$ cat config.mk
export PLATFORM = sky130hd
export DESIGN_NAME = comm_responder
export DESIGN_NICKNAME = d
export VERILOG_FILES = /design/src/rtl/comm_responder_pkg.sv /design/src/rtl/comm_uart_trx.sv /design/src/rtl/comm_responder.sv
export SDC_FILE = /design/constraint.sdc
export NUM_CORES = 1
export LEC_CHECK = 0
export CAP_MARGIN = 15
export CORE_MARGIN = 1
export CORE_UTILIZATION = 55
export CTS_CLUSTER_DIAMETER = 80
export CTS_CLUSTER_SIZE = 8
export DETAILED_ROUTE_END_ITERATION = 10
export GPL_TIMING_DRIVEN = 0
export PLACE_DENSITY = 0.73
export SLEW_MARGIN = 25
export SYNTH_ARGS = -nofsm -noshare
export SYNTH_HDL_FRONTEND = slang
export SYNTH_SLANG_ARGS = --single-unit
$ cat constraint.sdc
create_clock -name clk -period 5.75 [get_ports clk]
set_input_delay 1.15 -clock clk [delete_from_list [all_inputs] [get_ports clk]]
set_output_delay 1.15 -clock clk [all_outputs]
set_load 0.01 [all_outputs]
$ cat src/rtl/comm_responder_pkg.sv
// Shared types and constants for the three-byte command link responder.
package comm_responder_pkg;

  localparam int unsigned FRAME_BYTES   = 3;
  localparam int unsigned BITS_PER_BYTE = 10;

  typedef enum logic [1:0] {
    IDLE,
    GOT_CMD,
    GOT_HI
  } frm_state_e;

  typedef enum logic {
    TX_IDLE,
    TX_SHIFT
  } tx_state_e;

  typedef enum logic [1:0] {
    RX_IDLE,
    RX_START,
    RX_DATA,
    RX_STOP
  } rx_state_e;

endpackage

$ cat src/rtl/comm_uart_trx.sv
// Byte-level 8N1 receiver and transmitter, LSB first, idle-high line.
module comm_uart_trx
  import comm_responder_pkg::*;
#(
  parameter int unsigned BAUD_DIV = 2604
) (
  input  logic       clk,
  input  logic       rst,
  input  logic       rx,
  output logic       tx,
  output logic       rx_busy,
  output logic       rx_start_ok,
  output logic       rx_done,
  output logic       rx_err,
  output logic [7:0] rx_byte,
  input  logic [7:0] tx_byte,
  input  logic       tx_start,
  output logic       tx_done
);

  localparam int unsigned CNT_W = $clog2(BAUD_DIV);
  localparam logic [CNT_W-1:0] BIT_LAST  = CNT_W'(BAUD_DIV - 1);
  localparam logic [CNT_W-1:0] HALF_LAST = CNT_W'(BAUD_DIV / 2 - 1);
  localparam logic [3:0]       TX_LAST   = 4'(BITS_PER_BYTE - 1);

  rx_state_e        rx_state_q, rx_state_d;
  logic             rx_s1_q, rx_s1_d, rx_s2_q, rx_s2_d, rx_prev_q, rx_prev_d;
  logic [CNT_W-1:0] rx_cnt_q, rx_cnt_d;
  logic [2:0]       rx_bit_q, rx_bit_d;
  logic [7:0]       rx_sh_q, rx_sh_d;
  logic             rx_done_q, rx_done_d, rx_err_q, rx_err_d;
  logic             rx_start_ok_q, rx_start_ok_d;

  tx_state_e        tx_state_q, tx_state_d;
  logic [CNT_W-1:0] tx_cnt_q, tx_cnt_d;
  logic [3:0]       tx_bit_q, tx_bit_d;
  logic [8:0]       tx_sh_q, tx_sh_d;
  logic             tx_q, tx_d, tx_done_q, tx_done_d;

  always_comb begin
    rx_state_d    = rx_state_q;
    rx_s1_d       = rx;
    rx_s2_d       = rx_s1_q;
    rx_prev_d     = rx_s2_q;
    rx_cnt_d      = rx_cnt_q;
    rx_bit_d      = rx_bit_q;
    rx_sh_d       = rx_sh_q;
    rx_done_d     = 1'b0;
    rx_err_d      = 1'b0;
    rx_start_ok_d = 1'b0;
    case (rx_state_q)
      RX_IDLE: begin
        if (rx_prev_q && !rx_s2_q) begin
          rx_state_d = RX_START;
          rx_cnt_d   = '0;
        end
      end
      RX_START: begin
        // A start bit that is high again at mid-bit is a glitch, not an error.
        if (rx_cnt_q == HALF_LAST) begin
          rx_cnt_d = '0;
          if (!rx_s2_q) begin
            rx_state_d    = RX_DATA;
            rx_bit_d      = '0;
            rx_start_ok_d = 1'b1;
          end else begin
            rx_state_d = RX_IDLE;
          end
        end else begin
          rx_cnt_d = rx_cnt_q + 1'b1;
        end
      end
      RX_DATA: begin
        if (rx_cnt_q == BIT_LAST) begin
          rx_cnt_d = '0;
          rx_sh_d  = {rx_s2_q, rx_sh_q[7:1]};
          rx_bit_d = rx_bit_q + 1'b1;
          if (rx_bit_q == 3'd7) rx_state_d = RX_STOP;
        end else begin
          rx_cnt_d = rx_cnt_q + 1'b1;
        end
      end
      RX_STOP: begin
        if (rx_cnt_q == BIT_LAST) begin
          rx_state_d = RX_IDLE;
          rx_cnt_d   = '0;
          if (rx_s2_q) rx_done_d = 1'b1;
          else         rx_err_d  = 1'b1;
        end else begin
          rx_cnt_d = rx_cnt_q + 1'b1;
        end
      end
      default: rx_state_d = RX_IDLE;
    endcase
  end

  always_comb begin
    tx_state_d = tx_state_q;
    tx_cnt_d   = tx_cnt_q;
    tx_bit_d   = tx_bit_q;
    tx_sh_d    = tx_sh_q;
    tx_d       = tx_q;
    tx_done_d  = 1'b0;
    case (tx_state_q)
      TX_IDLE: begin
        if (tx_start) begin
          tx_state_d = TX_SHIFT;
          tx_sh_d    = {1'b1, tx_byte};
          tx_cnt_d   = '0;
          tx_bit_d   = '0;
          tx_d       = 1'b0;
        end
      end
      TX_SHIFT: begin
        // Shifting in ones leaves the stop bit in place after the last data bit.
        if (tx_cnt_q == BIT_LAST) begin
          tx_cnt_d = '0;
          if (tx_bit_q == TX_LAST) begin
            tx_state_d = TX_IDLE;
            tx_d       = 1'b1;
            tx_done_d  = 1'b1;
          end else begin
            tx_bit_d = tx_bit_q + 1'b1;
            tx_d     = tx_sh_q[0];
            tx_sh_d  = {1'b1, tx_sh_q[8:1]};
          end
        end else begin
          tx_cnt_d = tx_cnt_q + 1'b1;
        end
      end
      default: tx_state_d = TX_IDLE;
    endcase
  end

  always_ff @(posedge clk or posedge rst) begin
    if (rst) begin
      rx_state_q    <= RX_IDLE;
      rx_s1_q       <= 1'b1;
      rx_s2_q       <= 1'b1;
      rx_prev_q     <= 1'b1;
      rx_cnt_q      <= '0;
      rx_bit_q      <= '0;
      rx_sh_q       <= '0;
      rx_done_q     <= 1'b0;
      rx_err_q      <= 1'b0;
      rx_start_ok_q <= 1'b0;
      tx_state_q    <= TX_IDLE;
      tx_cnt_q      <= '0;
      tx_bit_q      <= '0;
      tx_sh_q       <= '1;
      tx_q          <= 1'b1;
      tx_done_q     <= 1'b0;
    end else begin
      rx_state_q    <= rx_state_d;
      rx_s1_q       <= rx_s1_d;
      rx_s2_q       <= rx_s2_d;
      rx_prev_q     <= rx_prev_d;
      rx_cnt_q      <= rx_cnt_d;
      rx_bit_q      <= rx_bit_d;
      rx_sh_q       <= rx_sh_d;
      rx_done_q     <= rx_done_d;
      rx_err_q      <= rx_err_d;
      rx_start_ok_q <= rx_start_ok_d;
      tx_state_q    <= tx_state_d;
      tx_cnt_q      <= tx_cnt_d;
      tx_bit_q      <= tx_bit_d;
      tx_sh_q       <= tx_sh_d;
      tx_q          <= tx_d;
      tx_done_q     <= tx_done_d;
    end
  end

  assign rx_busy     = (rx_state_q != RX_IDLE);
  assign rx_start_ok = rx_start_ok_q;
  assign rx_done     = rx_done_q;
  assign rx_err      = rx_err_q;
  assign rx_byte     = rx_sh_q;
  assign tx          = tx_q;
  assign tx_done     = tx_done_q;

endmodule

$ cat src/rtl/comm_responder.sv
// Remote end of the command link: assembles cmd/data frames from RX and
// serialises a one-byte response on TX.
module comm_responder
  import comm_responder_pkg::*;
#(
  parameter int unsigned BAUD_DIV     = 2604,
  parameter int unsigned TIMEOUT_BITS = 20
) (
  input  logic        clk,
  input  logic        rst,
  input  logic        RX,
  output logic        TX,
  output logic [7:0]  cmd,
  output logic [15:0] data,
  output logic        cmd_rdy,
  input  logic        clr_cmd_rdy,
  input  logic [7:0]  resp,
  input  logic        snd_resp,
  output logic        resp_sent,
  output logic        frm_err
);

  localparam int unsigned TO_LIMIT = TIMEOUT_BITS * BAUD_DIV;
  localparam int unsigned TO_W     = $clog2(TO_LIMIT);
  localparam logic [TO_W-1:0] TO_LAST = TO_W'(TO_LIMIT - 1);

  logic       rx_busy, rx_start_ok, rx_done, rx_err;
  logic [7:0] rx_byte;

  frm_state_e      state_q, state_d;
  logic [7:0]      shadow_q [FRAME_BYTES-1];
  logic [7:0]      shadow_d [FRAME_BYTES-1];
  logic [7:0]      cmd_q, cmd_d;
  logic [15:0]     data_q, data_d;
  logic            cmd_rdy_q, cmd_rdy_d;
  logic            frm_err_q, frm_err_d;
  logic [TO_W-1:0] to_cnt_q, to_cnt_d;
  logic            frame_done;

  comm_uart_trx #(
    .BAUD_DIV(BAUD_DIV)
  ) u_trx (
    .clk        (clk),
    .rst        (rst),
    .rx         (RX),
    .tx         (TX),
    .rx_busy    (rx_busy),
    .rx_start_ok(rx_start_ok),
    .rx_done    (rx_done),
    .rx_err     (rx_err),
    .rx_byte    (rx_byte),
    .tx_byte    (resp),
    .tx_start   (snd_resp),
    .tx_done    (resp_sent)
  );

  always_comb begin
    state_d    = state_q;
    shadow_d   = shadow_q;
    cmd_d      = cmd_q;
    data_d     = data_q;
    frm_err_d  = 1'b0;
    frame_done = 1'b0;
    if (rx_err) begin
      state_d   = IDLE;
      frm_err_d = 1'b1;
    end else if (rx_done) begin
      case (state_q)
        IDLE: begin
          shadow_d[0] = rx_byte;
          state_d     = GOT_CMD;
        end
        GOT_CMD: begin
          shadow_d[1] = rx_byte;
          state_d     = GOT_HI;
        end
        GOT_HI: begin
          cmd_d      = shadow_q[0];
          data_d     = {shadow_q[1], rx_byte};
          state_d    = IDLE;
          frame_done = 1'b1;
        end
        default: state_d = IDLE;
      endcase
    end else if (state_q != IDLE && !rx_busy && to_cnt_q == TO_LAST) begin
      state_d   = IDLE;
      frm_err_d = 1'b1;
    end
  end

  // Gap timer measures idle line time only; any byte activity restarts it.
  always_comb begin
    if (state_q == IDLE || rx_busy || rx_done || rx_err) to_cnt_d = '0;
    else                                                 to_cnt_d = to_cnt_q + 1'b1;
  end

  // A completing frame outranks a same-cycle acknowledge.
  always_comb begin
    cmd_rdy_d = cmd_rdy_q;
    if (frame_done)                                         cmd_rdy_d = 1'b1;
    else if (clr_cmd_rdy || (rx_start_ok && state_q == IDLE)) cmd_rdy_d = 1'b0;
  end

  always_ff @(posedge clk or posedge rst) begin
    if (rst) begin
      state_q   <= IDLE;
      shadow_q  <= '{default: '0};
      cmd_q     <= '0;
      data_q    <= '0;
      cmd_rdy_q <= 1'b0;
      frm_err_q <= 1'b0;
      to_cnt_q  <= '0;
    end else begin
      state_q   <= state_d;
      shadow_q  <= shadow_d;
      cmd_q     <= cmd_d;
      data_q    <= data_d;
      cmd_rdy_q <= cmd_rdy_d;
      frm_err_q <= frm_err_d;
      to_cnt_q  <= to_cnt_d;
    end
  end

  assign cmd     = cmd_q;
  assign data    = data_q;
  assign cmd_rdy = cmd_rdy_q;
  assign frm_err = frm_err_q;

endmodule

Word-level counts from Yosys, hierarchy flattened --
Cells that the tools add are included.
Operators by class: bitwise logic cells 2, reductions and logical operators 26, eq/ne operators 20, add/subtract/negate cells 5, mux-type cells 58
Operators by type and width (number):
- $mux 12 | 5
- $pmux 12 s3 | 1
- $mux 9 | 3
- $mux 1 | 25
- $add 12x1->12 const B | 2
- $eq 12x12->1 const B | 2
- $pmux 12 s2 | 1
- $mux 2 | 9
- $pmux 9 s2 | 1
- $add 16x1->16 const B | 1
- $eq 16x16->1 const B | 1
- $mux 16 | 1
- $eq 12x11->1 const B | 1
- $mux 4 | 3
- $reduce_and 3->1 | 4
- $ne 2x1->1 const B | 5
- $mux 3 | 3
- $ne 2x2->1 const B | 4
- $pmux 2 s4 | 1
- $pmux 4 s2 | 1
- $reduce_bool 2->1 | 4
- $eq 2x2->1 const B | 3
- $pmux 3 s2 | 1
- $reduce_and 5->1 | 1
- other kinds (16) | 28
Storage, ports and cells: output and inout port bits 28, register bits 119, word-level logic and storage cells 135, input port bits 13

Logic depth before layout (Yosys ltp) --
Gate-level depths: netlist (run 1).
word-level depth 7, gate-level depth with buffers 7, depth with buffers taken out 6

Cells and area by module --
Synthesis (run 1) repeated with hierarchy kept, for this count alone.
Unflattened totals: cells, all modules 493, area, all modules 5626.6 um^2
By module, submodules not included:
- comm_uart_trx | area each 3001.6 um^2, seq. area each 1466.4 um^2, cells each 303, instances 1
- comm_responder | area each 2625.0 um^2, seq. area each 1501.4 um^2, cells each 190, instances 1

Worst setup path after synthesis (run 1) --
Ideal clock, no wire load.
kind register to register, start point reg u_trx.tx_cnt_q[7], end point reg u_trx.tx_cnt_q[5], period minus slack after synthesis 1848 ps, arrival time 1727 ps, cell stages (with the launch flop) 6, setup slack 3902 ps, buffers on the path 1, data required time 5629 ps, setup time 121 ps, cells stage by stage dfrtp_1 -> or4b_4 -> o31ai_4 -> buf_6 -> o22ai_1 -> a22o_1
Between the ends: word-level cells in the longest chain between the ends 3
Ends and longest elaborated chain:
- start: declaration | RTL line comm_uart_trx.sv:35 | logic [CNT_W-1:0] tx_cnt_q, tx_cnt_d;
- start signal: assignment | RTL line comm_uart_trx.sv:165 | tx_cnt_q <= tx_cnt_d;
- $eq 12x12->1 | RTL line comm_uart_trx.sv:116 | if (tx_cnt_q == BIT_LAST) begin
- $mux 12 | RTL line comm_uart_trx.sv:116
- $pmux 12 s2 | RTL line comm_uart_trx.sv:104 | case (tx_state_q)
No other way between the ends. A chain may end at the register's enable or synchronous reset.

Worst setup path in the final report (run 1) --
start point reg u_trx.tx_q, in the netlist u_trx.tx, end point out TX
RTL lines:
- start: declaration | RTL line comm_uart_trx.sv:38 | logic tx_q, tx_d, tx_done_q, tx_done_d;
- start signal: assignment | RTL line comm_uart_trx.sv:168 | tx_q <= tx_d;
- end: declaration | RTL line comm_responder.sv:12 | output logic TX,
No word-level cell between the ends.

==> flow_metrics.tcl, run 1 <==
set metrics [dict create \
    crit_type "flop to output pin" \
    clockBufferDepth 2 \
    slew_viol_final 0 \
    setup_viol 0 \
    pre_cts_ws_ns 3.08 \
    path_buf_inv 1 \
    synth.distinct_cells 59 \
    cp_slowest_cell "clkdlybuf4s50_1" \
    place_congestion 0.836 \
    num_vias 3876 \
    cts_made_buffers 17 \
    finalCriticalPeriod_ns 2.70 \
    synth.most_common_cell "dfrtp_1" \
    p_leak_nw 2.84 \
    synthTopCellsByCount "dfrtp_1, mux2_2, nand2_1, nor2_1, o21ai_0" \
    async_flop_share_pct 100 \
    power_mw 2.18 \
    critical-path-top-delay-family "buffers and inverters" \
    boundaryPins 41 \
    worstMarginPinSlew_ns 0.884 \
    yosysSeqAreaShare_pct 55.0 \
    startpoint "u_trx.tx" \
    synth_seq_cells 118 \
    clk_pin_slew_worst_paths_ns 0.06 \
    portBuffers 40 \
    cts_hold_buf 0 \
    drtIter0Drc 172 \
    grt_pass1_vias 3812 \
    drv_cap 0 \
    multi_input_area_um2 2280 \
    power_frac_comb_pct 9.8 \
    fin_worst_skew_ns 0.00882 \
    crit_fanout 2 \
    n_antenna_cell 0 \
    cp-start-kind "flop" \
    worstSkewPairLatency_ns 0.51 \
    drtAntennaViolNets 0 \
    synth-main-ff-cell "dfrtp_1" \
    fillers 695 \
    post-route-period-util_pct 47.0 \
    clock-sinks 118 \
    initial_core_util_pct 57.6 \
    p_int_mw 1.58 \
    track_usage_pct 22.9 \
    syn_nets 494 \
    die_h_um 101 \
    hold_path_class "flop to flop" \
    dr.pass1.iters 4 \
    post_cts_buffers 0 \
    p_sw_share_pct 27.5 \
    r2r_end "u_trx.rx_bit_q[0]" \
    cts_max_level 4 \
    fmax_ghz 0.370 \
    crit_arrival_ns 1.55 \
    synth_top_area_cell "dfrtp_1" \
    slowest_delay_ns 0.53 \
    r2r_start "u_trx.rx_cnt_q[0]" \
    dp_hpwl_mm 6.82 \
    fin_nets 554 \
    cp.required_ns 4.60 \
    grt_start_max_net_pins 79 \
    avgSynthCellArea_um2 11.4 \
    area_delta_synth_final_pct 21.3 \
    cts_root_buf "clkbuf_8" \
    syn_inst 473 \
    synth_top_area_share_pct 49.2 \
    setup_slack_ns 3.05 \
    grt_pass1_wl_mm 18.1 \
    crit_chain "clkdlybuf4s50_1" \
    antenna_found_initial 0 \
    post_drt_via_cell_ratio 5.74 \
    synth_area_leaders "dfrtp_1, mux2_2, dfstp_2, o21ai_0, nand2_1" \
    clock_power_share_pct 45.0 \
    reg2reg_slack_ns 3.44 \
    die_w_um 101 \
    fin_util_pct 69.8 \
    worst-r2r-cell-count 5 \
    wire_per_inst_um 15.5 \
    cts_tree "yes" \
    synth_edf_count 0 \
    finalHoldViolations 0 \
    seqCellArea_um2 2970 \
    coreArea_um2 9370 \
    rsz0062_at_grt "false" \
    critPathCaptureType "output pin" \
    crit_end "TX" \
    seqPwrFrac_pct 45.2 \
    fp-row-count 35 \
    outcome "finished, final reports clean" \
    slew_headroom_pct 40.8 \
    cp.depth 1 \
    synth_warnings 0 \
    routed_wl_mm 10.5 \
    grt_overflow_total 0 \
    power_density_nw_per_um2 333 \
    die-area_um2 10200 \
    layout-drive-gt1-share_pct 21.8 \
    ir_drop_mv 0.219 \
    ctsResizeCount 0 \
    synth_area_um2 5400 \
    drc 0 \
    p_switching_uw 599 \
]
## final cells by class
cell class / count / area share, %
plain buffers: 14 / 0.975
clock buffers: 17 / 6.33
clock inverters: 15 / 2.24
inverters: 22 / 1.34
multi-input cells: 319 / 34.9
flip-flops and latches: 118 / 45.4
well taps: 129 / 2.47
repair buffers: 41 / 6.42
## power by group through the flow
stage / logic, mW / registers (mW) / clock network (mW)
finish: 0.213 / 0.984 / 0.980
global route: 0.245 / 0.997 / 1.04
CTS: 0.215 / 0.983 / 1.00
detailed placement: 0.214 / 0.996 / 0
global placement: 0.204 / 0.993 / 0
floorplan: 0.166 / 0.974 / 0
## through the flow
step | area, um2 | cells | setup TNS (ns) | hold slack (ns)
floorplan | 5400 | 473 | 0 | 0.345
global placement | 5960 | 642 | -9.97 | 0.346
detailed placement | 5980 | 643 | 0 | 0.349
CTS | 6540 | 675 | 0 | 0.358
global route | 6540 | 675 | 0 | 0.358
finish | 6540 | 675 | 0 | 0.356
## registers in the layout (all words and copies together) (netlist names), 2 cells and up, named ones only
name,cells
u_trx.rx_cnt_q,12
cmd,8
u_trx.tx_sh_q,8
shadow_q,16
state_q,2
u_trx.tx_bit_q,4
u_trx.rx_bit_q,3
data,16
u_trx.tx_cnt_q,12
u_trx.rx_byte,8
to_cnt_q,16
## layer usage
metal  part of all wire, %  global-route usage [%]  vias to the layer above  routed length, um
met3                   3.0                    6.87                        6                316
met4                  0.62                    6.24                        0                 65
met5                     0                       0                        -                  0
met1                    47                    30.2                     1943               4900
li1                      -                       -                     1854                  -
met2                    49                    37.0                       73               5180
## kinds of logic (layout without fill, tap and decap cells)
kind of cell	Yosys count	after routing	synth area share (%)
and+or+nand+nor	157	157	16.2
DFF	118	118	55.0
AOI/OAI and AO/OA	92	92	12.0
muxes	49	49	10.2
buffers and inverters	36	109	2.71
xor gates and xnor gates	13	13	2.11
adders and majority gates	8	8	1.85
## how the worst min path moves through the flow
| stage | depth (start not counted) | slack [ns] | to | start |
|---|---|---|---|---|
| after floorplan | 0 | 0.35 | u_trx.rx_prev_d | u_trx.rx_s1_q |
| after global placement | 0 | 0.35 | u_trx.rx_prev_d | u_trx.rx_s1_q |
| after detailed placement | 0 | 0.35 | u_trx.rx_prev_d | u_trx.rx_s1_q |
| after CTS | 0 | 0.36 | u_trx.rx_prev_d | u_trx.rx_s1_q |
| after global routing | 0 | 0.36 | u_trx.rx_prev_d | u_trx.rx_s1_q |
| final | 0 | 0.36 | u_trx.rx_prev_d | u_trx.rx_s1_q |
## cells in the final DEF, fill, tap and decap left out, types with 3 or more instances in the layout
master / count
dfrtp_1: 106
mux2_2: 48
clkdlybuf4s50_1: 40
nand2_1: 33
nor2_1: 29
o21ai_0: 26
inv_1: 21
nand3_1: 16
clkbuf_16: 16
or3_1: 12
dfstp_2: 12
nor3_1: 11
clkbuf_1: 10
o22ai_1: 10
xnor2_1: 10
a21oi_1: 9
nor4_1: 9
nand4_1: 8
ha_1: 8
o221a_2: 7
clkinv_4: 6
nor2b_1: 5
a31oi_1: 5
a22o_1: 5
inv_6: 5
a31o_2: 4
a21o_1: 4
and2_1: 4
nor3b_1: 3
nand2b_1: 3
buf_2: 3
o211ai_1: 3
xor2_1: 3
o31ai_1: 3
or4_1: 3
o21bai_1: 3
Note: power is estimated with default switching activity, not from simulation.
==> run 2, diff against run 1 <==
--- a/config.mk
+++ b/config.mk
@@ -7,7 +7,7 @@
 export LEC_CHECK = 0
 export CAP_MARGIN = 15
 export CORE_MARGIN = 1
-export CORE_UTILIZATION = 55
+export CORE_UTILIZATION = 53
 export CTS_CLUSTER_DIAMETER = 80
 export CTS_CLUSTER_SIZE = 8
 export DETAILED_ROUTE_END_ITERATION = 10
==> constraint.sdc (replaced) <==
create_clock -name clk -period 2.3 [get_ports clk]
set_input_delay 0.46 -clock clk [delete_from_list [all_inputs] [get_ports clk]]
set_output_delay 0.46 -clock clk [all_outputs]
set_load 0.01 [all_outputs]
==> flow_metrics.tcl, run 2 (synthesis results as in run 1) <==
set metrics [dict create \
    outcome "finished, final reports clean" \
    grt_overflow_total 0 \
    startpoint "u_trx.rx_cnt_q[0]" \
    place_congestion 0.861 \
    post-route-period-util_pct 91.4 \
    area_delta_synth_final_pct 24.5 \
    post_drt_via_cell_ratio 5.78 \
    drv_cap 0 \
    fin_worst_skew_ns 0.0114 \
    crit_type "flop to flop" \
    cts_made_buffers 17 \
    r2r_end "u_trx.rx_cnt_q[5]" \
    clk_pin_slew_worst_paths_ns 0.06 \
    antenna_found_initial 0 \
    worstMarginPinSlew_ns 0.852 \
    layout_common_cells "dfrtp_1, mux2_2, clkdlybuf4s50_1" \
    crit_arrival_ns 2.54 \
    finalHoldViolations 0 \
    ir_drop_mv 0.488 \
    clockBufferDepth 2 \
    worst-r2r-cell-count 6 \
    drtIter0Drc 190 \
    grt_pass1_vias 3879 \
    slew_viol_final 0 \
    p_leak_nw 2.91 \
    p_sw_share_pct 25.6 \
    hold_path_class "input pin to asynchronous set/reset pin" \
    n_antenna_cell 0 \
    boundaryPins 41 \
    critPathCaptureType "flop" \
    dp_hpwl_mm 7.25 \
    final_common_cell "dfrtp_1" \
    fp-row-count 36 \
    cts_max_level 4 \
    slew_headroom_pct 42.9 \
    cp.required_ns 2.74 \
    setup_viol 0 \
    crit_fanout 10 \
    grt_pass1_wl_mm 18.4 \
    drtAntennaViolNets 0 \
    cts_root_buf "clkbuf_8" \
    power_mw 5.68 \
    fmax_ghz 0.476 \
    fillers 769 \
    initial_core_util_pct 55.0 \
    reg2reg_slack_ns 0.20 \
    r2r_start "u_trx.rx_cnt_q[0]" \
    wire_per_inst_um 15.7 \
    clock-sinks 118 \
    p_switching_mw 1.45 \
    coreArea_um2 9820 \
    setup_tns_ns 0 \
    cp-start-kind "flop" \
    grt_start_max_net_pins 30 \
    die_h_um 103 \
    die-area_um2 10600 \
    layout-drive-gt1-share_pct 22.7 \
    rsz0062_at_grt "false" \
    seqPwrFrac_pct 43.5 \
    die_w_um 103 \
    num_vias 3953 \
    routed_wl_mm 10.7 \
    fin_nets 559 \
    power_density_nw_per_um2 846 \
    dr.pass1.iters 7 \
    portBuffers 40 \
    p_int_mw 4.23 \
    finalCriticalPeriod_ns 2.10 \
    cts_tree "yes" \
    power_frac_comb_pct 10.1 \
    worstSkewPairLatency_ns 0.53 \
    drc 0 \
    track_usage_pct 23.2 \
    clock_power_share_pct 46.5 \
    cts_hold_buf 0 \
]
[run 2: changes by cell type in the layout (fill, tap and decap cells not counted), moves of 2 or more]
| cell | before | now |
|---|---|---|
| buf_16 | 0 | 4 |
| clkinv_4 | 6 | 2 |
| inv_6 | 5 | 2 |
| bufinv_16 | 1 | 3 |
| clkbuf_1 | 10 | 12 |
| clkbuf_8 | 1 | 3 |
[run 2: how the worst max path moves through the flow]
stage	end	slack [ns]	cells past startpoint
after floorplan	asynchronous set/reset pin	0.41	1
after global placement	to_cnt_q[14]	-0.67	2
after detailed placement	u_trx.rx_bit_q[0]	0.05	5
after CTS	u_trx.rx_bit_q[0]	0.04	5
after global routing	u_trx.rx_cnt_q[5]	0.008	6
final	u_trx.rx_cnt_q[5]	0.20	6
[run 2: final cells by class]
class,instances,area [um2],share of cell area (%)
clock inverters,11,148,2.20
plain buffers,14,63.8,0.950
flip-flops and latches,118,2970,44.2
clock buffers,21,449,6.69
repair buffers,46,538,8.01
multi-input cells,319,2300,34.2
inverters,22,86.3,1.29
well taps,133,166,2.48
[run 2: timing repair]
item / in CTS / in global routing
buffers inserted: 0 / 1
endpoints found under the setup margin: 0 / 13
gates resized for setup: 0 / 3
[run 2: worst max-delay path, stage by stage (launching register included)]
cell and delay [ns]:
dfrtp_1 0.43, ha_1 0.25, nor4b_2 0.18, a31oi_1 0.36
clkbuf_1 0.43, nor2_1 0.18, o211ai_1 0.20
[run 2: power groups by stage]
stage | Clock (mW) | Sequential (mW) | Combinational (mW)
4_1_cts | 2.67 | 2.46 | 0.568
6_report | 2.64 | 2.47 | 0.571
3_5_place_dp | 0 | 2.49 | 0.560
5_1_grt | 2.79 | 2.50 | 0.645
2_1_floorplan | 0 | 2.44 | 0.415
3_3_place_gp | 0 | 2.48 | 0.509
[run 2: routing by layer]
layer / part of all wire, % / up-vias / track usage [%]
met1: 45 / 1990 / 30.1
met2: 49 / 76 / 37.2
met5: 0 / - / 0
met4: 1.6 / 0 / 7.69
met3: 3.5 / 19 / 7.25
li1: - / 1868 / -
[run 2: metrics by stage]
step           worst slack [ns]  instance area (um2)  hold slack, ns  instances  utilization (%)
2_1_floorplan             0.408                 5400           0.345        473                -
3_3_place_gp             -0.673                 5970           0.346        646             60.8
3_5_place_dp             0.0464                 6100           0.347        651             62.1
4_1_cts                  0.0359                 6690           0.302        683             68.2
5_1_grt                 0.00808                 6720           0.310        684             68.4
6_report                  0.198                 6720           0.302        684             68.4
